==> src/rtl/ftrace_buf.sv <==
// Function-trace buffer: captures call/return events from commit into a circular FIFO
// and tracks live call depth, dropped-event count and a sticky overflow flag.
module ftrace_buf #(
    parameter int DEPTH = 16,
    parameter int AW    = 4
) (
    input  logic          clk,
    input  logic          rst,
    input  logic          commit_valid,
    input  logic [31:0]   commit_pc,
    input  logic [31:0]   commit_dnpc,
    input  logic          ev_call,
    input  logic          ev_ret,
    output logic          rd_valid,
    input  logic          rd_ready,
    output logic          rd_kind,
    output logic [31:0]   rd_pc,
    output logic [31:0]   rd_target,
    output logic [7:0]    rd_depth,
    output logic [7:0]    cur_depth,
    output logic [AW:0]   count,
    output logic          overflow,
    output logic [15:0]   drop_cnt,
    input  logic          clr_ovf
);

    typedef struct packed {
        logic        kind;
        logic [31:0] pc;
        logic [31:0] target;
        logic [7:0]  depth;
    } entry_t;

    localparam logic [AW:0] FULL_CNT = (AW+1)'(DEPTH);

    entry_t        mem [DEPTH];
    entry_t        head;
    logic [AW-1:0] rp;
    logic [AW-1:0] wp;
    logic [AW:0]   count_q;
    logic [7:0]    depth_q;
    logic [7:0]    depth_nxt;
    logic [7:0]    rec_depth;
    logic          overflow_q;
    logic [15:0]   drop_cnt_q;
    logic          ev;
    logic          full;
    logic          empty;
    logic          pop;
    logic          push;
    logic          drop;

    // Read port handshake: rd_valid means the head entry is on rd_*; an entry is
    // consumed on a rising edge where rd_valid & rd_ready, and rd_* never change
    // while rd_valid is high and rd_ready is low.
    always_comb begin
        ev    = commit_valid & (ev_call | ev_ret);
        full  = (count_q == FULL_CNT);
        empty = (count_q == '0);
        pop   = ~empty & rd_ready;
        push  = ev & (~full | pop);
        drop  = ev & full & ~pop;
    end

    // Calls record the depth they were made from; returns record the depth they
    // land on, so matched pairs carry the same value.
    always_comb begin
        depth_nxt = depth_q;
        rec_depth = depth_q;
        if (ev) begin
            if (ev_call) begin
                if (depth_q != 8'hFF) depth_nxt = depth_q + 8'd1;
            end else begin
                if (depth_q != 8'h00) depth_nxt = depth_q - 8'd1;
                rec_depth = depth_nxt;
            end
        end
    end

    always_ff @(posedge clk or posedge rst) begin
        if (rst) begin
            rp         <= '0;
            wp         <= '0;
            count_q    <= '0;
            depth_q    <= '0;
            overflow_q <= 1'b0;
            drop_cnt_q <= '0;
        end else begin
            depth_q <= depth_nxt;
            if (push) wp <= wp + AW'(1);
            if (pop)  rp <= rp + AW'(1);
            case ({push, pop})
                2'b10:   count_q <= count_q + (AW+1)'(1);
                2'b01:   count_q <= count_q - (AW+1)'(1);
                default: count_q <= count_q;
            endcase
            // A drop in the same cycle as a clear still leaves evidence of itself.
            if (drop) begin
                overflow_q <= 1'b1;
                if (clr_ovf)                    drop_cnt_q <= 16'd1;
                else if (drop_cnt_q != 16'hFFFF) drop_cnt_q <= drop_cnt_q + 16'd1;
            end else if (clr_ovf) begin
                overflow_q <= 1'b0;
                drop_cnt_q <= '0;
            end
        end
    end

    always_ff @(posedge clk) begin
        if (push) mem[wp] <= '{kind: ~ev_call, pc: commit_pc, target: commit_dnpc, depth: rec_depth};
    end

    assign head      = mem[rp];
    assign rd_valid  = ~empty;
    assign rd_kind   = head.kind;
    assign rd_pc     = head.pc;
    assign rd_target = head.target;
    assign rd_depth  = head.depth;
    assign cur_depth = depth_q;
    assign count     = count_q;
    assign overflow  = overflow_q;
    assign drop_cnt  = drop_cnt_q;

endmodule

==> config.mk <==
export PLATFORM = sky130hd
export DESIGN_NAME = ftrace_buf
export DESIGN_NICKNAME = d
export VERILOG_FILES = /design/src/rtl/ftrace_buf.sv
export SDC_FILE = /design/constraint.sdc
export NUM_CORES = 1
export LEC_CHECK = 0
export CAP_MARGIN = 20
export CELL_PAD_IN_SITES_DETAIL_PLACEMENT = 2
export CELL_PAD_IN_SITES_GLOBAL_PLACEMENT = 2
export CORE_MARGIN = 2
export CORE_UTILIZATION = 45
export DETAILED_ROUTE_END_ITERATION = 8
export HOLD_SLACK_MARGIN = 0.06
export PLACE_DENSITY_LB_ADDON = 0.15
export SETUP_SLACK_MARGIN = 0.02
export SYNTH_ARGS = -nofsm -noshare
export SYNTH_HDL_FRONTEND = slang
export SYNTH_SLANG_ARGS = --single-unit
export TNS_END_PERCENT = 50
==> constraint.sdc <==
create_clock -name clk -period 3.85 [get_ports clk]
set_input_delay 0.5775 -clock clk [delete_from_list [all_inputs] [get_ports clk]]
set_output_delay 0.5775 -clock clk [all_outputs]
set_load 0.05 [all_outputs]
; Word level (Yosys, flattened, before mapping)
; Memories as Yosys holds them, arrays and structs flattened.
; Index checks and enable logic that the tools add are counted.
[classes]
add_sub_neg = 7
mul = 0
n_div = 0
order_cmp = 0
n_eq_ne = 6
n_shift = 0
muxes = 14
n_bitwise = 11
reduce_logical = 7
[op_table]
columns = op, n
row1 = 16-bit two-way mux, 4
row2 = 8-bit two-way mux, 5
row3 = "16-bit by 1-bit adder with 16-bit output, second input constant", 1
row4 = "16-bit != test, second input constant", 1
row5 = 5-bit one-hot mux with 2 select lines, 1
row6 = "4-bit by 1-bit adder with 4-bit output, second input constant", 2
row7 = "8-bit by 1-bit adder with 8-bit output, second input constant", 1
row8 = "8-bit != test, second input constant", 1
row9 = 8-bit nonzero test, 1
row10 = "8-bit by 1-bit subtractor with 8-bit output, second input constant", 1
row11 = 2-bit nonzero test, 3
row12 = "5-bit by 1-bit adder with 5-bit output, second input constant", 1
row13 = 1-bit AND, 5
row14 = "5-bit equality test, second input constant", 1
row15 = 5-bit zero test, 1
row16 = "5-bit by 1-bit subtractor with 5-bit output, second input constant", 1
row17 = 1-bit two-way mux, 4
row18 = 1-bit inverter, 4
row19 = 2-bit AND reduction, 2
row20 = "2-bit by 1-bit equality test with 1-bit output, second input constant", 1
row21 = "2-bit equality test, second input constant", 1
row22 = "2-bit by 1-bit != test with 1-bit output, second input constant", 1
row23 = 1-bit bitwise OR, 2
[totals]
register_bits = 38
latch_bits = 0
ramBits = 1168
rom_bits = 0
inputBits = 71
out_inout_bits = 104
memories = 1
[memory_table]
columns = name, depth, width, rd, rd_clocked_by_memory_dff, wr, line_no
row1 = mem, 16, 73, 1, 0, 1, 36  ; entry_t mem [DEPTH];

; Depth between registers and ports, before layout
; Gate-level depths: netlist (run 1).
[logic_depth]
word_depth = 7
mapped_depth = 11
mapped_depth_nobuf = 10

; Worst setup path before layout (run 1)
; No wires, ideal clock.
[synth_path]
path_type = input -> register
start = input port ev_call
end = memory mem[10][0] (netlist name), enable pin
setup_ns = 0.439
arrival_time_ns = 3.587
required_ns = 3.411
setup_slack_ns = -0.177
path_stages = 8
n_path_buf = 3
cell_sequence = clkbuf_1 > o21a_1 > clkbuf_1 > o21a_1 > clkbuf_1 > nand2_1 > nor2_1 > and2_1
[synth_between]
elab_chain_len = 5
[synth_rtl]
columns = item, line_no
row1 = "start, declared", 12  ; input logic ev_call,
row2 = 1-bit bitwise OR, 57  ; ev = commit_valid & (ev_call | ev_ret);
row3 = 1-bit AND, 57
row4 = 1-bit AND, 61  ; push = ev & (~full | pop);
row5 = 1-bit two-way mux, 110  ; if (push) mem[wp] <= '{kind: ~ev_call, pc: commit_pc, target: commit_dnpc, depth: rec_depth};
row6 = 1-bit two-way mux (not written as such), 110
row7 = "end, declared", 36
; No other way between the ends.

; Final worst setup path (run 1)
[layout_path]
start = register rp[1]
end = output port rd_target[17]
[layout_between]
elab_chain_len = 1
[layout_rtl]
columns = item, line_no
row1 = "start, declared", 38  ; logic [AW-1:0] rp;
row2 = "start signal, assigned", 91  ; if (pop) rp <= rp + AW'(1);
row3 = memory read 16 x 73 bit, n/a
row4 = "end, declared", 18  ; output logic [31:0] rd_target,
; No other way between the ends.

==> results.cfg, run 1 <==
[run]
drv_cap = 0

[setup_path]
setup.worst_path.start = rp[1]
end_kind = primary output
worstPathArrival_ps = 3180
crit_type = flip-flop to primary output
reg2reg_from = count[1]
cp_max_fo = 49
crit_path_start_kind = flip-flop
crit_required_ps = 3270

[timing]
rsz0062_at_grt = yes
setup_viol_count_final = 0
max_freq_ghz = 0.266
fin_setup_tns_ps = 0
fin_hold_ws_ps = 163
tightest_slew_ps = 938
period_needed_ps = 3760
finClkSkew_ps = 21.9
relSlewSlack_pct = 37.2
slew_violations = 0
setup_ws_ps = 90.9
period_share_pct = 97.6
hold_violations = 0

[finish]
syn_to_final_growth_pct = 19.2
fin_cells = 3720
seq_area_um2 = 36000
multi_input_area_um2 = 9830
nNetsFinal = 2325
drive_gt1_share_pct = 32.5
final_cell_area_um2 = 55100
final_common_cell = edfxtp_1
fillCellCount = 8526
final_cell_mix = edfxtp_1 (1168), mux4_2 (365), clkbuf_16 (142), buf_4 (104), clkdlybuf4s50_1 (101)

[synth]
yosys_warnings = 0
synth_seq_cells = 1206
netlist_area_um2 = 46200
synth_edf_count = 1168
post_synth.cell_area_avg_um2 = 24.0
synth.net_count = 2007
synthArstFlopShare_pct = 3.15
ys_types = 53
synth_cells = 1925
ys.flop_type = edfxtp_1
seq_area_frac_synth_pct = 77.9

[grt]
grt_usage_pct = 26.2
grt_first_pass_wirelength_um = 195000
grt_pass1_vias = 25070
grt-busiest-layer = met2
met1_usage_pct = 34.5
antenna_found_initial = 7
met3_usage_pct = 5.12
grt_use_met2_pct = 44.5
grt_max_degree = 59
grt-ovfl-total = 0

[detailed_routing]
first_pass_iters = 7
wire_per_inst_um = 36.8
postRouteAntennaNets = 0
drc_errors = 0
drt_wl_total_um = 137000
first_iter_violations = 2181
viasPerCell = 6.06
vias = 22556

[floorplan]
die-area_um2 = 105000
die_h_um = 325
ioPinCount = 175
die_w_um = 325
start_util_pct = 45.4
core_um2 = 102000
rows = 117

[placed_design]
dp.cells = 3466
port-buffer-count = 174
gp_congestion = 0.760
hpwl_um = 74500
post-place-ws_ps = 207
placed_area_um2 = 50700

[clock_network]
clock_sinks = 1206
cts-root-buf = clkbuf_16
clock_latency_ps = 750
cts_tree = built
cts_buffers = 133
ctsHtreeMaxLevel = 4
path_clk_slew_ps = 60
cts_max_path_buffers = 3

[worst_hold_path]
holdCritPathClass = input pin to asynchronous set/reset pin

[power]
p_per_area_nw_per_um2 = 801
p_leak_nw = 17.5
vdd_drop_max_v = 0.000441

[outcome]
status = finished, final reports clean
-- cell type report --
class | instances | share of cell area (%)
Tap cell | 1368 | 3.10
Clock inverter | 67 | 1.01
Inverter | 16 | 0.109
Timing Repair Buffer | 279 | 5.96
Sequential cell | 1206 | 65.4
Multi-Input combinational cell | 607 | 17.8
Antenna cell | 3 | 0.0136
Clock buffer | 174 | 6.62
-- cell usage after synthesis, types with 2 or more instances --
cell type / n / area (um2)
mux4_2: 365 / 8220
buf_1: 24 / 90.1
buf_2: 9 / 45.0
clkbuf_1: 62 / 233
ha_1: 11 / 138
nand4b_1: 3 / 26.3
mux2i_1: 2 / 20.0
o31ai_1: 4 / 30.0
inv_1: 15 / 56.3
or2_2: 2 / 12.5
mux2_2: 3 / 33.8
xor2_1: 4 / 35.0
nor3_1: 11 / 55.1
or3_2: 2 / 15.0
a31oi_1: 4 / 25.0
xnor2_1: 16 / 140
nand4_1: 11 / 68.8
o41ai_1: 2 / 17.5
nand3_1: 14 / 70.1
o2bb2ai_1: 2 / 17.5
nand2b_1: 4 / 25.0
o21a_1: 4 / 30.0
a22o_1: 2 / 17.5
or3_1: 6 / 37.5
a22oi_1: 2 / 15.0
a21oi_1: 21 / 105
or4_1: 2 / 15.0
a21o_1: 2 / 15.0
and2_1: 14 / 87.6
a211oi_1: 5 / 37.5
or4_4: 2 / 22.5
o21ai_0: 19 / 95.1
edfxtp_1: 1168 / 35100
nor2_1: 21 / 78.8
a221oi_1: 2 / 17.5
and4_1: 4 / 35.0
dfrtp_1: 38 / 951
nor4_1: 2 / 12.5
nand2_1: 27 / 101
-- worst paths after layout --
| check | end | slack, ps | cells after the start |
|---|---|---|---|
| hold reg to reg | overflow | 510 | 1 |
| max in group asynchronous | rp[0] | 2840 | 4 |
| min in group clk | overflow | 510 | 1 |
| setup / recovery | rd_target[17] | 90 | 5 |
| setup reg to reg | count[4] | 370 | 9 |
| hold / removal | drop_cnt[8] | 160 | 2 |
-- flip-flops by register name, indices dropped and copies added (netlist names) --
name,flops
overflow,1
drop_cnt,16
mem,1168
count,5
cur_depth,8
wp,4
rp,4
-- metrics by stage --
step	util, %	power (mW)
3_3_place_gp	49.7	31.1
6_report	54.1	44.2
2_1_floorplan	-	26.3
3_5_place_dp	49.8	31.5
4_1_cts	54.0	44.5
5_1_grt	54.1	45.5
-- worst max-delay path, cell delays in order, from the launching register on --
cell and delay [ps]:
dfrtp_4 580, buf_16 330, buf_6 300, mux4_2 360
mux4_2 520, buf_4 220
-- power breakdown --
| group | switching (mW) | internal [mW] | leakage (nW) | total (mW) |
|---|---|---|---|---|
| logic | 9.03 | 6.20 | 4.38 | 15.2 |
| clock network | 5.46 | 7.18 | 2.07 | 12.6 |
| registers | 0.625 | 15.6 | 11.0 | 16.3 |
-- layer usage --
layer	up-vias	share of wire, %
li1	8987	-
met1	12534	41
met2	814	52
met3	213	5.6
met4	8	2.3
met5	-	0.041
-- logic make-up after synthesis --
kind of cell             after synthesis  share of synthesized area (%)
flip-flops                          1206                           77.9
adder cells (fa/ha/maj)               11                          0.298
AO/OA/AOI/OAI                         77                           1.08
XOR/XNOR                              20                          0.379
buffers and inverters                112                          0.950
multiplexers                         370                           17.9
AND/OR/NAND/NOR                      129                           1.51
-- repair_timing --
action	4_1_cts	5_1_grt
cloned	1	2
setup buffers	6	0
resized for setup	8	1
setup endpoints to repair	59	19
hold buffers	0	0
Note: power is estimated with default switching activity, not from simulation.
==> run 2, diff against run 1 <==
CAP_MARGIN = 10   (was 20)
==> run 2 against run 1 <==
Effect of this change:
- routed wire length shrank 0.64%
- clock-buffer cell count shrank 5
- sequential power is essentially flat
- largest power group unchanged
- power is essentially flat
- flip-flop and latch count is the same
- largest cell class unchanged
- utilization is essentially flat
- non-clock buffer count shrank 3
- first-iteration DRC count shrank 4.3%
- clock power is essentially flat
- final cell count shrank 0.27%
- clock skew grew 5.3 ps
- register-to-register slack lost 60 ps
==> results.cfg, run 2 (same netlist as run 1, synthesis figures left out) <==
[outcome]
status = finished, final reports clean

[detailed_routing]
first_pass_iters = 5
drt_wl_total_um = 136000
drc_errors = 0
first_iter_violations = 2087
postRouteAntennaNets = 0
wire_per_inst_um = 36.7
vias = 22706
viasPerCell = 6.12

[floorplan]
die_w_um = 325
start_util_pct = 45.4
die-area_um2 = 105000
ioPinCount = 175
core_um2 = 102000
die_h_um = 325
rows = 117

[setup_path]
crit_path_start_kind = flip-flop
cp-endpoint = rd_target[9]
r2r-end = count[4]
worstPathArrival_ps = 3160
setup.worst_path.start = rp[1]
r2r_slack_ps = 310
crit_required_ps = 3270
reg2reg_depth = 9
reg2reg_from = count[1]
cp_max_fo = 25
crit_type = flip-flop to primary output
end_kind = primary output

[timing]
finClkSkew_ps = 27.2
rsz0062_at_grt = yes
period_share_pct = 97.1
slew_violations = 0
period_needed_ps = 3740
max_freq_ghz = 0.267
setup_viol_count_final = 0
tightest_slew_ps = 1040
relSlewSlack_pct = 30.3
hold_violations = 0
fin_setup_tns_ps = 0

[finish]
syn_to_final_growth_pct = 19.1
final_cell_mix = edfxtp_1 (1168), mux4_2 (365), clkbuf_16 (139), clkdlybuf4s50_1 (101), buf_4 (99)
final_common_cell = edfxtp_1
final_util_pct = 54.1
largest_reg_flops = 1168
drive_gt1_share_pct = 31.7
nNetsFinal = 2322
top_register = mem
fillCellCount = 8543
fin_cells = 3710

[placed_design]
port-buffer-count = 174
hpwl_um = 76100
gp_congestion = 0.760
dp.cells = 3465

[grt]
antenna_found_initial = 8
grt-ovfl-total = 0
grt_usage_pct = 26.2
grt_first_pass_wirelength_um = 195000
grt_max_degree = 64
grt_pass1_vias = 25335

[clock_network]
cts-root-buf = clkbuf_16
path_clk_slew_ps = 60
clock_sinks = 1206
cts_buffers = 133
clock_latency_ps = 740
cts_tree = built
cts_max_path_buffers = 3
ctsHtreeMaxLevel = 4

[worst_hold_path]
holdCritPathClass = input pin to asynchronous set/reset pin

[run]
drv_cap = 0

[power]
p_leak_nw = 17.4
p_per_area_nw_per_um2 = 801
vdd_drop_max_v = 0.000487
[run 2: timing repair]
| item | in CTS | in global routing |
|---|---|---|
| gates resized for setup | 6 | 9 |
| hold buffers | 0 | 0 |
| cloned | 1 | 1 |
| endpoints found under the setup margin | 54 | 23 |
| pin swaps | 0 | 0 |
| buffers inserted | 6 | 0 |
[run 2: metrics by stage]
| step | total power, mW | cell area (um2) | worst slack (ps) | hold WS [ps] |
|---|---|---|---|---|
| floorplan | 26.3 | 46300 | -26.0 | 546 |
| global placement | 31.1 | 50700 | 388 | 486 |
| detailed placement | 31.5 | 50700 | 206 | 490 |
| CTS | 44.5 | 55000 | 26.9 | 386 |
| global route | 45.5 | 55100 | 16.4 | 464 |
| finish | 44.1 | 55100 | 111 | 391 |
[run 2: worst min-delay path by stage]
stage	startpoint	endpoint	slack, ps	depth (start not counted)
floorplan	rp[1]	rp[1]	550	3
global placement	overflow	overflow	490	1
detailed placement	overflow	overflow	490	1
CTS	rst	count[1]	390	2
global route	rst	count[1]	460	2
finish	rst	count[1]	390	2
[run 2: layer usage]
layer  vias to the layer above  GRT usage (%)  wire length, um
li1                       8984              -                -
met1                     12598           34.4            54600
met2                       886           44.5            69800
met3                       230           4.94             7660
met4                         8           8.49             3960
met5                         -              0               49
[run 2: area by class of cell]
class,instances,area [um2],share of cell area [%]
multi-input combinational,607,9840,17.9
clock inverter,66,612,1.11
clock buffer,169,3590,6.52
antenna,2,5.00,0.00908
sequential,1206,36000,65.4
inverter,16,60.1,0.109
tap,1368,1710,3.11
timing repair buffer,276,3240,5.88
[run 2: worst max-delay path, cell delays in order, from the launching register on]
cell	delay (ps)
dfrtp_4	600
buf_16	310
buf_4	360
mux4_2	350
mux4_2	530
buf_4	220
[run 2: power by group]
part / leakage (nW) / total, mW / internal, mW / switching, mW
clock network: 2.04 / 12.6 / 7.26 / 5.32
logic: 4.35 / 15.3 / 6.19 / 9.08
registers: 11.0 / 16.3 / 15.7 / 0.623
total: 17.4 / 44.1 / 29.1 / 15.0
